**config.mk**
```make
export PLATFORM = sky130hd
export DESIGN_NAME = lcd_spi_sequencer
export DESIGN_NICKNAME = d
export VERILOG_FILES = /design/src/rtl/lcd_pkg.sv /design/src/rtl/lcd_hdr_rom.sv /design/src/rtl/lcd_spi_sequencer.sv
export SDC_FILE = /design/constraint.sdc
export NUM_CORES = 1
export LEC_CHECK = 0
export ABC_AREA = 1
export CAP_MARGIN = 20
export CORE_ASPECT_RATIO = 1.1
export CORE_MARGIN = 1
export CORE_UTILIZATION = 55
export CTS_BUF_LIST = sky130_fd_sc_hd__clkbuf_4 sky130_fd_sc_hd__clkbuf_8 sky130_fd_sc_hd__clkbuf_16
export CTS_CLUSTER_DIAMETER = 40
export DETAILED_ROUTE_END_ITERATION = 7
export PLACE_DENSITY = 0.84
export RECOVER_POWER = 100
export SYNTH_ARGS = -nofsm -noshare
export SYNTH_HDL_FRONTEND = slang
export SYNTH_HIERARCHICAL = 1
export SYNTH_SLANG_ARGS = --single-unit
```
**constraint.sdc**
```tcl
create_clock -name clk -period 8.7 [get_ports clk]
set_input_delay 1.74 -clock clk [delete_from_list [all_inputs] [get_ports clk]]
set_output_delay 1.74 -clock clk [all_outputs]
set_load 0.005 [all_outputs]
```
**src/rtl/lcd_pkg.sv**
```systemverilog
// Shared opcodes, state encoding and the fixed panel-configuration byte table
// for the ST7735 SPI sequencer.
package lcd_pkg;

    localparam logic [7:0] CMD_SLPOUT = 8'h11;
    localparam logic [7:0] CMD_DISPON = 8'h29;
    localparam logic [7:0] CMD_COLMOD = 8'h3A;
    localparam logic [7:0] CMD_CASET  = 8'h2A;
    localparam logic [7:0] CMD_RASET  = 8'h2B;
    localparam logic [7:0] CMD_RAMWR  = 8'h2C;
    localparam logic [7:0] COLMOD_565 = 8'h55;

    localparam logic [2:0] ST_INIT_SLP  = 3'd0;
    localparam logic [2:0] ST_INIT_WAIT = 3'd1;
    localparam logic [2:0] ST_INIT_CFG  = 3'd2;
    localparam logic [2:0] ST_IDLE      = 3'd3;
    localparam logic [2:0] ST_HDR       = 3'd4;
    localparam logic [2:0] ST_PIX_HI    = 3'd5;
    localparam logic [2:0] ST_PIX_LO    = 3'd6;

    typedef enum logic [2:0] {
        INIT_SLP  = ST_INIT_SLP,
        INIT_WAIT = ST_INIT_WAIT,
        INIT_CFG  = ST_INIT_CFG,
        IDLE      = ST_IDLE,
        HDR       = ST_HDR,
        PIX_HI    = ST_PIX_HI,
        PIX_LO    = ST_PIX_LO
    } state_t;

    localparam logic [3:0] HDR_LAST = 4'd10;
    localparam logic [1:0] CFG_LAST = 2'd2;

    // {dc, byte} for the post-sleep configuration burst: COLMOD 565, DISPON
    function automatic logic [8:0] cfg_word(input logic [1:0] idx);
        case (idx)
            2'd0:    cfg_word = {1'b0, CMD_COLMOD};
            2'd1:    cfg_word = {1'b1, COLMOD_565};
            default: cfg_word = {1'b0, CMD_DISPON};
        endcase
    endfunction

endpackage

```
**src/rtl/lcd_hdr_rom.sv**
```systemverilog
// Address-window header table: index 0..10 -> {dc, byte} for CASET/RASET/RAMWR
// with the captured window coordinates sent big-endian as 16-bit values.
module lcd_hdr_rom
    import lcd_pkg::*;
#(
    parameter int COORD_W = 8
) (
    input  logic [3:0]         idx_i,
    input  logic [COORD_W-1:0] x0_i,
    input  logic [COORD_W-1:0] x1_i,
    input  logic [COORD_W-1:0] y0_i,
    input  logic [COORD_W-1:0] y1_i,
    output logic               dc_o,
    output logic [7:0]         data_o
);

    logic [15:0] x0_w, x1_w, y0_w, y1_w;

    assign x0_w = 16'(x0_i);
    assign x1_w = 16'(x1_i);
    assign y0_w = 16'(y0_i);
    assign y1_w = 16'(y1_i);

    always_comb begin
        dc_o   = 1'b1;
        data_o = 8'h00;
        case (idx_i)
            4'd0:  begin dc_o = 1'b0; data_o = CMD_CASET; end
            4'd1:  data_o = x0_w[15:8];
            4'd2:  data_o = x0_w[7:0];
            4'd3:  data_o = x1_w[15:8];
            4'd4:  data_o = x1_w[7:0];
            4'd5:  begin dc_o = 1'b0; data_o = CMD_RASET; end
            4'd6:  data_o = y0_w[15:8];
            4'd7:  data_o = y0_w[7:0];
            4'd8:  data_o = y1_w[15:8];
            4'd9:  data_o = y1_w[7:0];
            4'd10: begin dc_o = 1'b0; data_o = CMD_RAMWR; end
            default: begin dc_o = 1'b1; data_o = 8'h00; end
        endcase
    end

endmodule

```
**src/rtl/lcd_spi_sequencer.sv**
```systemverilog
// ST7735 command sequencer: runs panel power-up out of reset, then serves
// rectangle fills as one continuous SPI burst (window header + RGB565 pixels).
module lcd_spi_sequencer
    import lcd_pkg::*;
#(
    parameter logic [23:0] SLPOUT_WAIT = 24'd12_000_000,
    parameter int          COORD_W     = 8
) (
    input  logic               clk,
    input  logic               reset,
    input  logic               fill_req,
    input  logic [COORD_W-1:0] x0,
    input  logic [COORD_W-1:0] x1,
    input  logic [COORD_W-1:0] y0,
    input  logic [COORD_W-1:0] y1,
    input  logic [15:0]        color,
    output logic               fill_ack,
    output logic               fill_err,
    output logic               fill_done,
    output logic               ready,
    output logic               spi_en,
    output logic [7:0]         spi_data,
    output logic               spi_dc,
    input  logic               spi_valid
);

    localparam int CNT_W = 2 * COORD_W + 1;
    localparam logic [COORD_W:0] SPAN_ONE = (COORD_W + 1)'(1);
    localparam logic [CNT_W-1:0] CNT_ONE  = CNT_W'(1);

    state_t             state_q;
    logic               spi_en_q, spi_dc_q;
    logic [7:0]         spi_data_q;
    logic               ready_q, fill_ack_q, fill_err_q, fill_done_q;
    logic [23:0]        wait_q;
    logic [1:0]         cfg_idx_q;
    logic [3:0]         hdr_idx_q;
    logic [CNT_W-1:0]   pix_cnt_q;
    logic [COORD_W-1:0] x0_q, x1_q, y0_q, y1_q;
    logic [15:0]        color_q;

    logic [COORD_W:0]   span_x_d, span_y_d;
    logic [CNT_W-1:0]   pix_cnt_d;
    logic [3:0]         hdr_idx_d;
    logic               rom_dc;
    logic [7:0]         rom_data;
    logic               byte_done;
    logic               window_bad;

    // A strobe from the shifter only means something while a burst is open
    assign byte_done  = spi_en_q & spi_valid;
    assign window_bad = (x1 < x0) || (y1 < y0);

    // Inclusive spans; 17 bits hold the full 256x256 = 65536 case
    assign span_x_d  = {1'b0, x1} - {1'b0, x0} + SPAN_ONE;
    assign span_y_d  = {1'b0, y1} - {1'b0, y0} + SPAN_ONE;
    assign pix_cnt_d = CNT_W'(span_x_d) * CNT_W'(span_y_d);
    assign hdr_idx_d = hdr_idx_q + 4'd1;

    lcd_hdr_rom #(
        .COORD_W (COORD_W)
    ) u_hdr_rom (
        .idx_i  (hdr_idx_d),
        .x0_i   (x0_q),
        .x1_i   (x1_q),
        .y0_i   (y0_q),
        .y1_i   (y1_q),
        .dc_o   (rom_dc),
        .data_o (rom_data)
    );

    always_ff @(posedge clk) begin
        if (reset) begin
            state_q     <= INIT_SLP;
            spi_en_q    <= 1'b0;
            spi_data_q  <= 8'h00;
            spi_dc_q    <= 1'b0;
            ready_q     <= 1'b0;
            fill_ack_q  <= 1'b0;
            fill_err_q  <= 1'b0;
            fill_done_q <= 1'b0;
            wait_q      <= '0;
            cfg_idx_q   <= '0;
            hdr_idx_q   <= '0;
            pix_cnt_q   <= '0;
            x0_q        <= '0;
            x1_q        <= '0;
            y0_q        <= '0;
            y1_q        <= '0;
            color_q     <= '0;
        end else begin
            fill_ack_q  <= 1'b0;
            fill_err_q  <= 1'b0;
            fill_done_q <= 1'b0;
            case (state_q)
                INIT_SLP: begin
                    if (!spi_en_q) begin
                        spi_en_q   <= 1'b1;
                        spi_data_q <= CMD_SLPOUT;
                        spi_dc_q   <= 1'b0;
                    end else if (byte_done) begin
                        spi_en_q <= 1'b0;
                        wait_q   <= '0;
                        state_q  <= INIT_WAIT;
                    end
                end
                INIT_WAIT: begin
                    if (wait_q == SLPOUT_WAIT - 24'd1) begin
                        spi_en_q               <= 1'b1;
                        {spi_dc_q, spi_data_q} <= cfg_word(2'd0);
                        cfg_idx_q              <= '0;
                        state_q                <= INIT_CFG;
                    end else begin
                        wait_q <= wait_q + 24'd1;
                    end
                end
                INIT_CFG: begin
                    if (byte_done) begin
                        if (cfg_idx_q == CFG_LAST) begin
                            spi_en_q <= 1'b0;
                            ready_q  <= 1'b1;
                            state_q  <= IDLE;
                        end else begin
                            cfg_idx_q              <= cfg_idx_q + 2'd1;
                            {spi_dc_q, spi_data_q} <= cfg_word(cfg_idx_q + 2'd1);
                        end
                    end
                end
                IDLE: begin
                    if (fill_req) begin
                        x0_q    <= x0;
                        x1_q    <= x1;
                        y0_q    <= y0;
                        y1_q    <= y1;
                        color_q <= color;
                        if (window_bad) begin
                            fill_err_q <= 1'b1;
                        end else begin
                            fill_ack_q <= 1'b1;
                            pix_cnt_q  <= pix_cnt_d;
                            hdr_idx_q  <= '0;
                            spi_en_q   <= 1'b1;
                            spi_dc_q   <= 1'b0;
                            spi_data_q <= CMD_CASET;
                            ready_q    <= 1'b0;
                            state_q    <= HDR;
                        end
                    end
                end
                HDR: begin
                    if (byte_done) begin
                        if (hdr_idx_q == HDR_LAST) begin
                            spi_dc_q   <= 1'b1;
                            spi_data_q <= color_q[15:8];
                            state_q    <= PIX_HI;
                        end else begin
                            hdr_idx_q  <= hdr_idx_d;
                            spi_dc_q   <= rom_dc;
                            spi_data_q <= rom_data;
                        end
                    end
                end
                PIX_HI: begin
                    if (byte_done) begin
                        spi_data_q <= color_q[7:0];
                        state_q    <= PIX_LO;
                    end
                end
                PIX_LO: begin
                    if (byte_done) begin
                        pix_cnt_q <= pix_cnt_q - CNT_ONE;
                        if (pix_cnt_q == CNT_ONE) begin
                            fill_done_q <= 1'b1;
                            spi_en_q    <= 1'b0;
                            ready_q     <= 1'b1;
                            state_q     <= IDLE;
                        end else begin
                            spi_data_q <= color_q[15:8];
                            state_q    <= PIX_HI;
                        end
                    end
                end
                default: begin
                    spi_en_q <= 1'b0;
                    state_q  <= INIT_SLP;
                end
            endcase
        end
    end

    assign fill_ack  = fill_ack_q;
    assign fill_err  = fill_err_q;
    assign fill_done = fill_done_q;
    assign ready     = ready_q;
    assign spi_en    = spi_en_q;
    assign spi_data  = spi_data_q;
    assign spi_dc    = spi_dc_q;

endmodule

```
==> Word-level counts from Yosys, hierarchy flattened <==
Index checks and enable logic that the tools add are counted.
{ "totals": {"out_inout_bits": 14, "wordCells": 165, "ff_bits": 112} }
{ "op_classes": {"n_addsub": 8, "n_bitwise": 6, "mux": 72, "n_reduce_logical": 25, "n_lt_le_gt_ge": 2, "multipliers": 1, "n_eq_ne": 34} }
{ "ops": {"columns": ["operator", "n"], "rows": [
  ["$pmux 8 s7", 2],
  ["$mux 8", 11],
  ["$mux 24", 3],
  ["$mux 17", 3],
  ["$pmux 24 s2", 1],
  ["$mux 3", 12],
  ["$ne 2x2->1 const B", 17],
  ["$pmux 17 s2", 1],
  ["$mux 1", 25],
  ["$add 24x1->24 const B", 1],
  ["$eq 24x24->1 const B", 1],
  ["$reduce_and 11->1", 2],
  ["$pmux 3 s7", 1],
  ["$add 9x1->9 const B", 2],
  ["$pmux 9 s2", 1],
  ["$sub 8x8->9", 2],
  ["$eq 17x1->1 const B", 1],
  ["$mul 9x9->17", 1],
  ["$sub 17x1->17 const B", 1],
  ["$lt 8x8->1", 2],
  ["$mux 4", 4],
  ["$reduce_and 8->1", 2],
  ["$eq 4x3->1 const B", 3],
  ["$eq 4x4->1 const B", 3],
  ["30 further kinds", 46]
]} }

==> Longest topological paths before layout <==
{ "depth": {"ltp_word": 7, "mapped_depth": 34, "mapped_depth_nobuf": 34} }

==> By module <==
Netlist, hierarchy kept.
{ "modules_own_cells": {"columns": ["mod", "instances", "cells_per_inst", "area_per_inst_um2"], "rows": [
  ["lcd_spi_sequencer", 1, 1371, 9384.0],
  ["lcd_hdr_rom", 1, 79, 389.1]
]} }

==> Worst setup path before layout <==
No wires, ideal clock.
{ "synth_timing": {"path_kind": "input port to flip-flop", "startpoint": "in y0[1]", "endpoint": "reg pix_cnt_q[13]", "path_slack_ns": 1.552, "setup_ns": 0.118, "path_buffers": 0, "stages": 27, "arrival_ns": 7.030, "path_cell_list": "inv_1 ha_1 inv_1 ha_1 fa_1 a21o_1 a21oi_1 or2_2 nand2_1 a21oi_1 xor2_1 nor2_1 fa_1 fa_1 fa_1 inv_1 fa_1 inv_1 ha_1 nand2_1 nor2_1 nand2_1 nand2_1 a21oi_1 or2_2 nand3_1 a21oi_1"} }
{ "synth_between": {"elab_chain_cells": 6} }
{ "synth_rtl": {"columns": ["element", "line", "rtl"], "rows": [
  ["from (decl)", "lcd_spi_sequencer.sv:14", "input logic [COORD_W-1:0] y0,"],
  ["$sub 8x8->9", "lcd_spi_sequencer.sv:56", "assign span_y_d = {1'b0, y1} - {1'b0, y0} + SPAN_ONE;"],
  ["$add 9x1->9", "lcd_spi_sequencer.sv:56", null],
  ["$mul 9x9->17", "lcd_spi_sequencer.sv:57", "assign pix_cnt_d = CNT_W'(span_x_d) * CNT_W'(span_y_d);"],
  ["$mux 17", "lcd_spi_sequencer.sv:136", "if (window_bad) begin"],
  ["$mux 17", "lcd_spi_sequencer.sv:130", "if (fill_req) begin"],
  ["$pmux 17 s2", "lcd_spi_sequencer.sv:95", "case (state_q)"],
  ["to (signal assigned)", "lcd_spi_sequencer.sv:140", "pix_cnt_q <= pix_cnt_d;"],
  ["to (signal assigned)", "lcd_spi_sequencer.sv:171", "pix_cnt_q <= pix_cnt_q - CNT_ONE;"],
  ["to (decl)", "lcd_spi_sequencer.sv:38", "logic [CNT_W-1:0] pix_cnt_q;"]
]} }
Parallel ways exist; a longest one is shown, timed or not. The select of a mux whose other input is x is not followed.
A chain may end at the register's enable or synchronous reset.

==> Worst setup path in the final report <==
Ends and elaborated chain as after synthesis.

==> results.toml <==
[timing]
setup_viol = 0
worst_slew_pin_slew_ns = 2.86
skew_ns = 0.0174
hold_violations = 0
fin_ws_ns = 0.867
rsz0062_at_grt = "no"
max_freq_mhz = 128
whs_ns = 0.461
fin_crit_sh_pct = 90.0
post-route-min-period_ns = 7.83
finalSetupTns_ns = 0
max_slew_margin_pct = -90.9
slew_viol_final = 147

[floorplan]
start_util_pct = 56.8
die_h_um = 142
die_area_um2 = 18300
core_um2 = 17200
num_io_pins = 66
die_w_um = 129
rows = 50

[pwr]
leakagePower_uw = 0.00538
clkPwrFrac_pct = 9.5
vdd_drop_max_uv = 404
power.share.sequential_pct = 13.7
swShare_pct = 53.0
p_switching_uw = 2420
p_int_uw = 2150
power_uw = 4570
p_per_area_nw_per_um2 = 421
comb_power_share_pct = 76.7

[clock_tree]
root_buffer = "clkbuf_16"
htreeDepth = 3
postCtsResizedCells = 0
numCtsBuffers = 9
cts_buffer_depth = 2
clk_pin_slew_ns = 0.09
clock-sinks = 112
cts_tree = "yes"
postCtsSetupRepairBufs = 0
clk-insertion-delay-late_ns = 0.37
cts_hold_buf = 0

[drt]
drtIter0Drc = 570
drtAntennaViolNets = 0
dr_total_vias = 9343
remaining_drc_errors = 0
viasPerCell = 5.40
drt_wl_total_um = 24200
drt_first_pass_iters = 5
wl_per_cell_um = 14.0

[finish]
design_area_um2 = 10900
area_delta_synth_final_pct = 11.0
n_antenna_cell = 0
nets = 1679
fill_cells = 1529
drive_above_1_share_pct = 3.55

[placed_design]
dpl_cell_area_um2 = 10600
dp_hpwl_um = 18900
place_ws_ns = 0.560
io_buffers = 65
place.gp.congestion = 0.930

[setup_path]
path_max_fanout = 6
cp_num_buf_inv = 5
required_ns = 8.99
cp-start-kind = "input port"
critPathCaptureType = "flop"
path_delay_family = "adder cells"
worstSetupPathType = "input port to flop"
startpoint = "y0[1]"
slowest_delay_ns = 0.55
slowest_stage = "dlygate4sd3_1"
cp.arrival_ns = 8.12
r2r_start = "state_q[1]$_SDFFE_PP0P_"

[logic_synthesis]
ys_seq_elements = 112
syn-cell-area_um2 = 9770
synth_ff_type = "dfxtp_1"
yosysWarnings = 6
synth_edf_count = 0
avgSynthCellArea_um2 = 6.74
netlist_instances = 1450
syn-num-nets = 1639
synth_cell_type_count = 45
ys_seq_area_share_pct = 22.9
async_flop_share_pct = 0

[global_routing]
grt_pass1_wl_um = 41100
first_global_vias = 9024
grt_usage_pct = 27.9
grt_antenna_before_repair = 0
overflow = 0
grt_max_degree = 76

[run]
drv_cap = 2

[worst_hold_path]
hp-class = "flop to flop"
hold_path_startpoint = "color_q[7]$_SDFFE_PP0P_"

[status]
failed_checks = "capacitance limit, slew limit"
outcome = "complete, but fails checks"
[cells in the mapped netlist (9+ instances only)]
cell type / number / area (µm²)
nor2_1: 204 / 766
xor2_1: 20 / 175
ha_1: 80 / 1000
nor3_1: 21 / 105
xnor2_1: 9 / 78.8
nand2_1: 293 / 1100
fa_1: 57 / 1140
clkbuf_1: 25 / 93.8
o21ai_0: 84 / 420
inv_1: 237 / 890
nand3_1: 98 / 490
nand4_1: 13 / 81.3
a21oi_1: 97 / 485
dfxtp_1: 112 / 2240
nor2_2: 11 / 68.8
[through the flow]
step / std cells / utilization (%)
global route: 1729 / 63.1
finish: 1729 / 63.1
CTS: 1729 / 63.3
floorplan: 1450 / -
detailed placement: 1713 / 61.4
global placement: 1713 / 61.4
[power by group through the flow]
stage	sequential, µW	clock [µW]	combinational [µW]
after detailed placement	637	0	3470
after global routing	634	463	4110
after floorplan	625	0	2800
after CTS	626	443	3500
final	627	436	3510
after global placement	635	0	3400
[final cells by class]
class | count | area [µm²] | share of cell area, %
flip-flops and latches | 112 | 2240 | 20.7
multi-input cells | 1054 | 6410 | 59.1
repair buffers | 68 | 662 | 6.10
clock buffers | 9 | 225 | 2.08
clock inverters | 7 | 93.8 | 0.865
inverters | 245 | 925 | 8.52
well taps | 234 | 293 | 2.70
[metal layers]
layer  vias to the layer above  GRT usage (%)  wire [µm]  part of all wire [%]
li1                       4661              -          -                     -
met1                      4311           34.2      10200                    42
met2                       296           48.3      12000                    50
met3                        75           3.24       1020                   4.2
met4                         0           13.7        912                   3.8
met5                         -              0          0                     0
[kinds of logic after synthesis]
kind of cell             Yosys count  synth area share [%]
buffers and inverters            284                  11.3
XOR/XNOR                          29                  2.60
AND/OR/NAND/NOR                  670                  29.3
AO/OA/AOI/OAI                    218                  12.0
flip-flops                       112                  22.9
adder cells (fa/ha/maj)          137                  21.9
[placed cells by master (no fill, tap or decap), drive strengths merged, types with 6 or more instances in the layout]
cell           instances
inv                  247
nor2                 221
xnor2                  9
o21bai                 6
clkbuf                12
ha                    80
clkdlybuf4s50         46
nor3                  22
a21oi                 98
nand3                 98
nand2                298
or2                    9
o21ai                 86
xor2                  20
dfxtp                112
nand4                 14
o22ai                  7
dlygate4sd3           19
fa                    57
[worst paths after layout]
| check | endpoint | slack [ns] | cells after the start |
|---|---|---|---|
| worst max-delay path | pix_cnt_q[13]$_SDFFE_PP0P_ | 0.87 | 27 |
| worst min-delay path | color_q[7]$_SDFFE_PP0P_ | 0.46 | 2 |
| worst max register to register | color_q[3]$_SDFFE_PP0P_ | 3.93 | 8 |
| worst min register to register | color_q[7]$_SDFFE_PP0P_ | 0.46 | 2 |
[flip-flops by register name, indices dropped and copies added (netlist names)]
name	count
fill_done	1
state_q	3
spi_dc	1
wait_q	24
ready	1
color_q	16
y0_q	8
spi_data	8
pix_cnt_q	17
x0_q	8
x1_q	8
fill_err	1
hdr_idx_q	4
y1_q	8
cfg_idx_q	2
fill_ack	1
spi_en	1
[worst reg2reg max path, stage by stage (launching register included)]
cell and delay (ns):
dfxtp_1 0.53, nand2_1 0.16, nor2_2 0.17, inv_2 0.10, nor2_4 0.09, clkbuf_1 1.81, inv_1 1.20, o21ai_0 0.52
a21oi_1 0.07
Power figures use the tool's default switching activity.
